**src/rtl/seg_scan_mux.sv**
```systemverilog
// Multiplexed N-digit seven-segment scanner with per-frame snapshot, decimal points,
// leading-zero blanking and adjust-mode blinking. All pins are active low.
module seg_scan_mux #(
    parameter int unsigned DIGITS      = 4,
    parameter int unsigned REFRESH_DIV = 100000,
    parameter int unsigned BLINK_DIV   = 32
) (
    input  logic                  clk,
    input  logic                  rst_n,
    input  logic [4*DIGITS-1:0]   digits_in,
    input  logic [DIGITS-1:0]     dp_in,
    input  logic                  adj,
    input  logic [DIGITS-1:0]     blink_mask,
    input  logic                  lzb,
    output logic [6:0]            seg,
    output logic                  dp,
    output logic [DIGITS-1:0]     an,
    output logic                  frame_tick
);

    localparam int unsigned IW = (DIGITS > 1) ? $clog2(DIGITS) : 1;
    localparam int unsigned PW = $clog2(REFRESH_DIV);
    localparam int unsigned FW = (BLINK_DIV > 1) ? $clog2(BLINK_DIV) : 1;

    localparam logic [IW-1:0] IdxMax  = IW'(DIGITS - 1);
    localparam logic [PW-1:0] PcntMax = PW'(REFRESH_DIV - 1);
    localparam logic [FW-1:0] FcntMax = FW'(BLINK_DIV - 1);

    logic [PW-1:0]         pcnt_q, pcnt_d;
    logic [IW-1:0]         idx_q, idx_d;
    logic [FW-1:0]         fcnt_q, fcnt_d;
    logic                  bphase_q, bphase_d;
    logic                  first_q;
    logic [4*DIGITS-1:0]   sh_digits_q;
    logic [DIGITS-1:0]     sh_dp_q, sh_mask_q;
    logic [6:0]            seg_q, seg_d;
    logic                  dp_q, dp_d;
    logic [DIGITS-1:0]     an_q, an_d;
    logic                  frame_tick_q;

    logic                  adv, load;
    logic [3:0]            cur_val;
    logic                  cur_dp, cur_mask, lz_blank, run_zero, blank;

    function automatic logic [6:0] decode(input logic [3:0] v);
        unique case (v)
            4'd0:    decode = 7'b1000000;
            4'd1:    decode = 7'b1111001;
            4'd2:    decode = 7'b0100100;
            4'd3:    decode = 7'b0110000;
            4'd4:    decode = 7'b0011001;
            4'd5:    decode = 7'b0010010;
            4'd6:    decode = 7'b0000010;
            4'd7:    decode = 7'b1111000;
            4'd8:    decode = 7'b0000000;
            4'd9:    decode = 7'b0010000;
            default: decode = 7'b1111111;
        endcase
    endfunction

    always_comb begin
        adv      = (pcnt_q == PcntMax);
        load     = (adv && (idx_q == '0)) || first_q;
        pcnt_d   = adv ? '0 : pcnt_q + 1'b1;
        idx_d    = idx_q;
        fcnt_d   = fcnt_q;
        bphase_d = bphase_q;
        if (adv) begin
            idx_d = (idx_q == '0) ? IdxMax : idx_q - 1'b1;
        end
        if (load) begin
            if (fcnt_q == FcntMax) begin
                fcnt_d   = '0;
                bphase_d = ~bphase_q;
            end else begin
                fcnt_d = fcnt_q + 1'b1;
            end
        end
    end

    // Walk digits from the top so run_zero tells whether digit i and everything above it is 0.
    always_comb begin
        cur_val  = '0;
        cur_dp   = 1'b0;
        cur_mask = 1'b0;
        lz_blank = 1'b0;
        run_zero = 1'b1;
        for (int i = DIGITS - 1; i >= 0; i--) begin
            run_zero = run_zero && (sh_digits_q[4*i +: 4] == 4'd0);
            if (idx_q == IW'(i)) begin
                cur_val  = sh_digits_q[4*i +: 4];
                cur_dp   = sh_dp_q[i];
                cur_mask = sh_mask_q[i];
                lz_blank = lzb && run_zero && (i != 0);
            end
        end
        // Nothing is shown until the first snapshot has been taken.
        blank = first_q || lz_blank || (adj && cur_mask && bphase_q);
        seg_d = blank ? 7'h7F : decode(cur_val);
        dp_d  = blank | ~cur_dp;
        an_d  = blank ? '1 : ~(DIGITS'(1) << idx_q);
    end

    always_ff @(posedge clk) begin
        if (!rst_n) begin
            pcnt_q       <= '0;
            idx_q        <= IdxMax;
            fcnt_q       <= '0;
            bphase_q     <= 1'b0;
            first_q      <= 1'b1;
            sh_digits_q  <= '0;
            sh_dp_q      <= '0;
            sh_mask_q    <= '0;
            seg_q        <= 7'h7F;
            dp_q         <= 1'b1;
            an_q         <= '1;
            frame_tick_q <= 1'b0;
        end else begin
            pcnt_q       <= pcnt_d;
            idx_q        <= idx_d;
            fcnt_q       <= fcnt_d;
            bphase_q     <= bphase_d;
            first_q      <= 1'b0;
            seg_q        <= seg_d;
            dp_q         <= dp_d;
            an_q         <= an_d;
            frame_tick_q <= load;
            if (load) begin
                sh_digits_q <= digits_in;
                sh_dp_q     <= dp_in;
                sh_mask_q   <= blink_mask;
            end
        end
    end

    assign seg        = seg_q;
    assign dp         = dp_q;
    assign an         = an_q;
    assign frame_tick = frame_tick_q;

endmodule

```
**config.mk**
```make
export PLATFORM = sky130hd
export DESIGN_NAME = seg_scan_mux
export DESIGN_NICKNAME = d
export VERILOG_FILES = /design/src/rtl/seg_scan_mux.sv
export SDC_FILE = /design/constraint.sdc
export NUM_CORES = 1
export LEC_CHECK = 0
export ABC_AREA = 0
export BUFFER_PORTS_ARGS = -buffer_cell sky130_fd_sc_hd__buf_2
export CAP_MARGIN = 15
export CORE_UTILIZATION = 45
export DETAILED_ROUTE_END_ITERATION = 7
export GPL_TIMING_DRIVEN = 0
export PLACE_DENSITY = 0.62
export SYNTH_ARGS = -nofsm -noshare
export SYNTH_HDL_FRONTEND = slang
export SYNTH_SLANG_ARGS = --single-unit
```
**constraint.sdc**
```tcl
create_clock -name clk -period 6.36 [get_ports clk]
set_clock_uncertainty 0.15 [all_clocks]
set_input_delay 0.954 -clock clk [delete_from_list [all_inputs] [get_ports clk]]
set_output_delay 0.954 -clock clk [all_outputs]
set_load 0.005 [all_outputs]
```
* After elaboration in Yosys (flattened, before gate mapping)
Memory sizes are Yosys's and may differ from the RTL's. A register that Yosys moved wholly into a read port is not among the register bits. Index checks and enable logic that the tools add are counted.
Storage, ports and cells: logic and storage cells 63, output and inout port bits 13, ROM bits 112, flip-flop bits (word level) 56, memories kept 1
Cells by class: reductions and logical operators 18, add/subtract/negate cells 3, shifts and indexed selects 1, muxes and demuxes 19, bitwise logic cells 5, equal/unequal tests 5
Memory list:
- (no name shown) | depth 16, width 7, read ports 1, clocked after memory_dff 1, write ports 0, line 46 | unique case (v)
Operators by type and width (number):
- 17-bit by 1-bit adder with 17-bit output (second input constant) | 1
- 17-bit equality test (second input constant) | 1
- 4-bit two-way mux | 4
- 1-bit two-way mux | 13
- 4-bit logical NOT | 3
- 1-bit logical AND | 8
- 5-bit by 1-bit adder with 5-bit output (second input constant) | 1
- 5-bit equality test (second input constant) | 1
- 5-bit two-way mux | 1
- 2-bit equality test (second input constant) | 2
- 4-bit inverter | 1
- 2-bit OR reduction | 2
- 1-bit by 2-bit left shift with 4-bit output (first input constant) | 1
- 1-bit logical OR | 3
- 1-bit inverter | 3
- 2-bit by 1-bit equality test with 1-bit output (second input constant) | 1
- 2-bit logical NOT | 1
- 2-bit two-way mux | 1
- 2-bit AND reduction | 1
- 2-bit by 1-bit subtractor with 2-bit output (second input constant) | 1
- 1-bit OR | 1

* Logic depth before layout (Yosys ltp)
depth in word-level cells 9, gate-level depth with buffers 11, gate-level depth less buffers 9

* Least setup slack after synthesis
No wires, ideal clock.
kind reg2reg, start point register idx_q[0], end point register seg_q[3], in the netlist seg[3], required time 6.086 ns, setup slack 3.702 ns, data arrival time 2.384 ns, stages on the path, launching flop included 11, path buffers 1, path through dfxtp_1 -> inv_1 -> ha_1 -> clkbuf_1 -> nand3b_1 -> a221oi_1 -> inv_1 -> ha_1 -> or2_2 -> a21oi_1 -> o21ai_0
Between the ends: word-level cells in the longest chain between the ends 9
RTL lines:
- from (decl) | line 30 | logic [IW-1:0] idx_q, idx_d;
- from (signal assigned) | line 107 | idx_q <= IdxMax;
- from (signal assigned) | line 120 | idx_q <= idx_d;
- 2-bit equality test | line 90 | if (idx_q == IW'(i)) begin
- 1-bit two-way mux (4 in a row) | line 90
- 1-bit logical AND (2 in a row) | line 98 | blank = first_q || lz_blank || (adj && cur_mask && bphase_q);
- 1-bit logical OR | line 98
- 2-bit OR reduction (no line)
- to (decl) | line 36 | logic [6:0] seg_q, seg_d;
Parallel ways exist; a longest one is shown, timed or not. A chain may end at the register's enable or synchronous reset.

* Final worst setup path
Ends and elaborated chain as after synthesis.

==> out/qor.txt <==
Outcome -> finished, final reports clean
Power Dens Cells -> 254.5 nW/um2
Fill cell count -> 583
Ant. Diodes -> 0
Sequential fraction of the synthesis area -> 44.64%
Total Die Area -> 6599 um2
Worst min path class -> register to register
Critical Path Start -> idx_q[0]
Vias -> 2432
IO Pins -> 41
Measured slew at the worst slew-check pin -> 0.6972 ns
Hold buffer count at cts -> 0
Initial antenna violation count -> 0
Post-CTS setup buffer count -> 0
TritonCTS clock tree -> done
Clock Sink Count -> 63
Total power -> 0.8457 mW
Syn nets -> 377
Post-DP Area -> 3114 um2
Final instance area -> 3323 um2
Initial Util -> 47.16%
Num CTS Buffers -> 9
Worst r2r src -> idx_q[0]
Top cells by area, synth -> dfxtp_1, nand2_1, a21oi_1, ha_1, nor2_1
Tot GR Track Use -> 21.31%
Ys flop type -> dfxtp_1
Post-Synthesis Cell Area -> 2825 um2
Final setup TNS -> 0 ns
Cell taking the most area after synthesis -> dfxtp_1
Slew Limit Fails -> 0
Post-synth EDFFs -> 0
Unique cell type count in the Yosys netlist -> 46
Syn avg cell area -> 8.383 um2
Count leader, synth -> nand2_1
H-tree lvl count -> 3
Worst R2R Path Depth -> 10
Cell count after synthesis -> 337
Final Hold Fails -> 0
Die Width -> 81.24 um
Max-Cap Viols -> 0
Residual DRC count -> 0
First-pass GRT wire length -> 10430 um
CP endpoint -> seg[3]
Clock slew at reported path FFs -> 0.06 ns
Reg2reg end -> seg[3]
Core box area -> 5991 um2
Longest Clk Path Bufs -> 2
Drt pass-1 iters -> 4
Place WS -> 3.238 ns
Worst R2R Setup Slack -> 3.18 ns
Count of cells resized by post-cts repair -> 0
Fin crit period -> 3.181 ns
WP data required -> 6.44 ns
Iteration-0 DRC Markers -> 84
Maximum VDD drop -> 142.4 uV
Total wire length -> 6051 um
CTS root buffer -> clkbuf_8
Rows -> 28
Largest net degree at the start of global routing -> 11
Final net count -> 427
CP max FO -> 10
Total grt overflow -> 0
#FFs+latches synth -> 63
Leakage -> 1.314 nW
Crit. End Element -> register
Vias in the first global route -> 2233
Buffers on Ports -> 39
Number of vias per cell -> 5.208
Relative slew slack -> 53.52%
Worst Path Arrival -> 3.26 ns
Die height -> 81.24 um
Final WS setup -> 3.179 ns
Commonest cells post-synth -> nand2_1, dfxtp_1, a21oi_1, nor2_1, inv_1
Post-synthesis to final-layout area growth -> 17.63%
DP HPWL -> 4482 um
Synth Warn # -> 0
GP Congestion -> 0.8333
Worst skew pair latency -> 0.34 ns
Startpoint type of the worst setup path -> register
Period utilization -> 50.01%
CP Class -> register to register
Finish-stage setup viols -> 0
Share of cells above drive strength 1 -> 17.60%
Maximum clock rate -> 314.4 MHz
Post-synth ARST share -> 0%
Antenna Nets Post-Route -> 0
RSZ-0062 raised after global routing -> false
Drt wl/cell -> 12.96 um
Share of the synthesized area in the top cell type -> 44.64%
-- power breakdown --
group,switching [mW],internal (mW),total (mW)
sequential,0.00934,0.410,0.419
combinational,0.0352,0.0275,0.0627
clock,0.152,0.212,0.364
-- state kept, by name, summed over array words and instances, names as in the netlist, 2 cells and up --
register	cells
sh_digits_q	16
idx_q	2
fcnt_q	5
pcnt_q	17
sh_mask_q	4
sh_dp_q	4
an	4
seg	7
-- worst min-delay path by stage --
stage	start	to	cells after the start
after floorplan	sh_mask_q[3]	sh_mask_q[3]	2
after global placement	sh_mask_q[2]	sh_mask_q[2]	2
after detailed placement	sh_dp_q[2]	sh_dp_q[2]	2
after CTS	fcnt_q[4]	fcnt_q[4]	2
after global routing	sh_digits_q[0]	sh_digits_q[0]	2
final	fcnt_q[4]	fcnt_q[4]	2
-- critical path, stage by stage (launching register included) --
cell and delay (ns):
dfxtp_1 0.40, inv_1 0.10, ha_1 0.28, clkbuf_1 0.24, nand3b_1 0.22, a221oi_1 0.63, inv_1 0.22, ha_1 0.24
or2_2 0.29, a21oi_1 0.19, o21ai_0 0.10
-- logic make-up (layout without fill, tap and decap cells) --
group / after synthesis / count (layout) / share of synthesized area [%]
simple gates: 147 / 147 / 25.07
buf+inv: 32 / 87 / 5.093
compound gates: 66 / 66 / 14.48
mux: 2 / 2 / 0.7529
xor+xnor: 15 / 15 / 4.650
flops: 63 / 63 / 44.64
fa+ha+maj: 12 / 12 / 5.314
-- per-layer routing --
layer  up-vias  part of all wire (%)  global-route usage (%)
met4         0                   1.7                   10.00
li1       1258                     -                       -
met1      1111                    51                   28.56
met2        54                    43                   31.34
met3         9                   4.3                   6.067
met5         -                     0                       0
-- cell usage in the layout, fill, tap and decap left out, types with 5 or more instances in the layout --
cell and count:
xor2_1 7, clkbuf_1 12, nand2_1 69, nand3_1 7, clkbuf_8 12, dfxtp_1 63, nor3_1 7, a21oi_1 37
nand3b_1 6, inv_1 14, nor2_1 27, buf_2 43, nand4_1 5, nor3b_1 6, xnor2_1 8, o21ai_0 5
ha_1 12
-- layout make-up --
type,count,area [um2],area share (%)
Multi-Input combinational cell,242,1420,42.73
Sequential cell,63,1261,37.95
Timing Repair Buffer,39,195.2,5.873
Clock buffer,13,168.9,5.083
Tap cell,75,93.84,2.824
Buffer,18,91.34,2.748
Inverter,14,52.55,1.581
Clock inverter,3,40.04,1.205
-- metrics by stage --
stage,std cells,hold WS (ns),utilization (%)
floorplan,337,0.2773,-
global placement,451,0.2907,51.98
detailed placement,451,0.2968,51.98
CTS,467,0.3103,55.47
global route,467,0.3243,55.47
finish,467,0.3081,55.47
(Power assumes the default switching activity.)
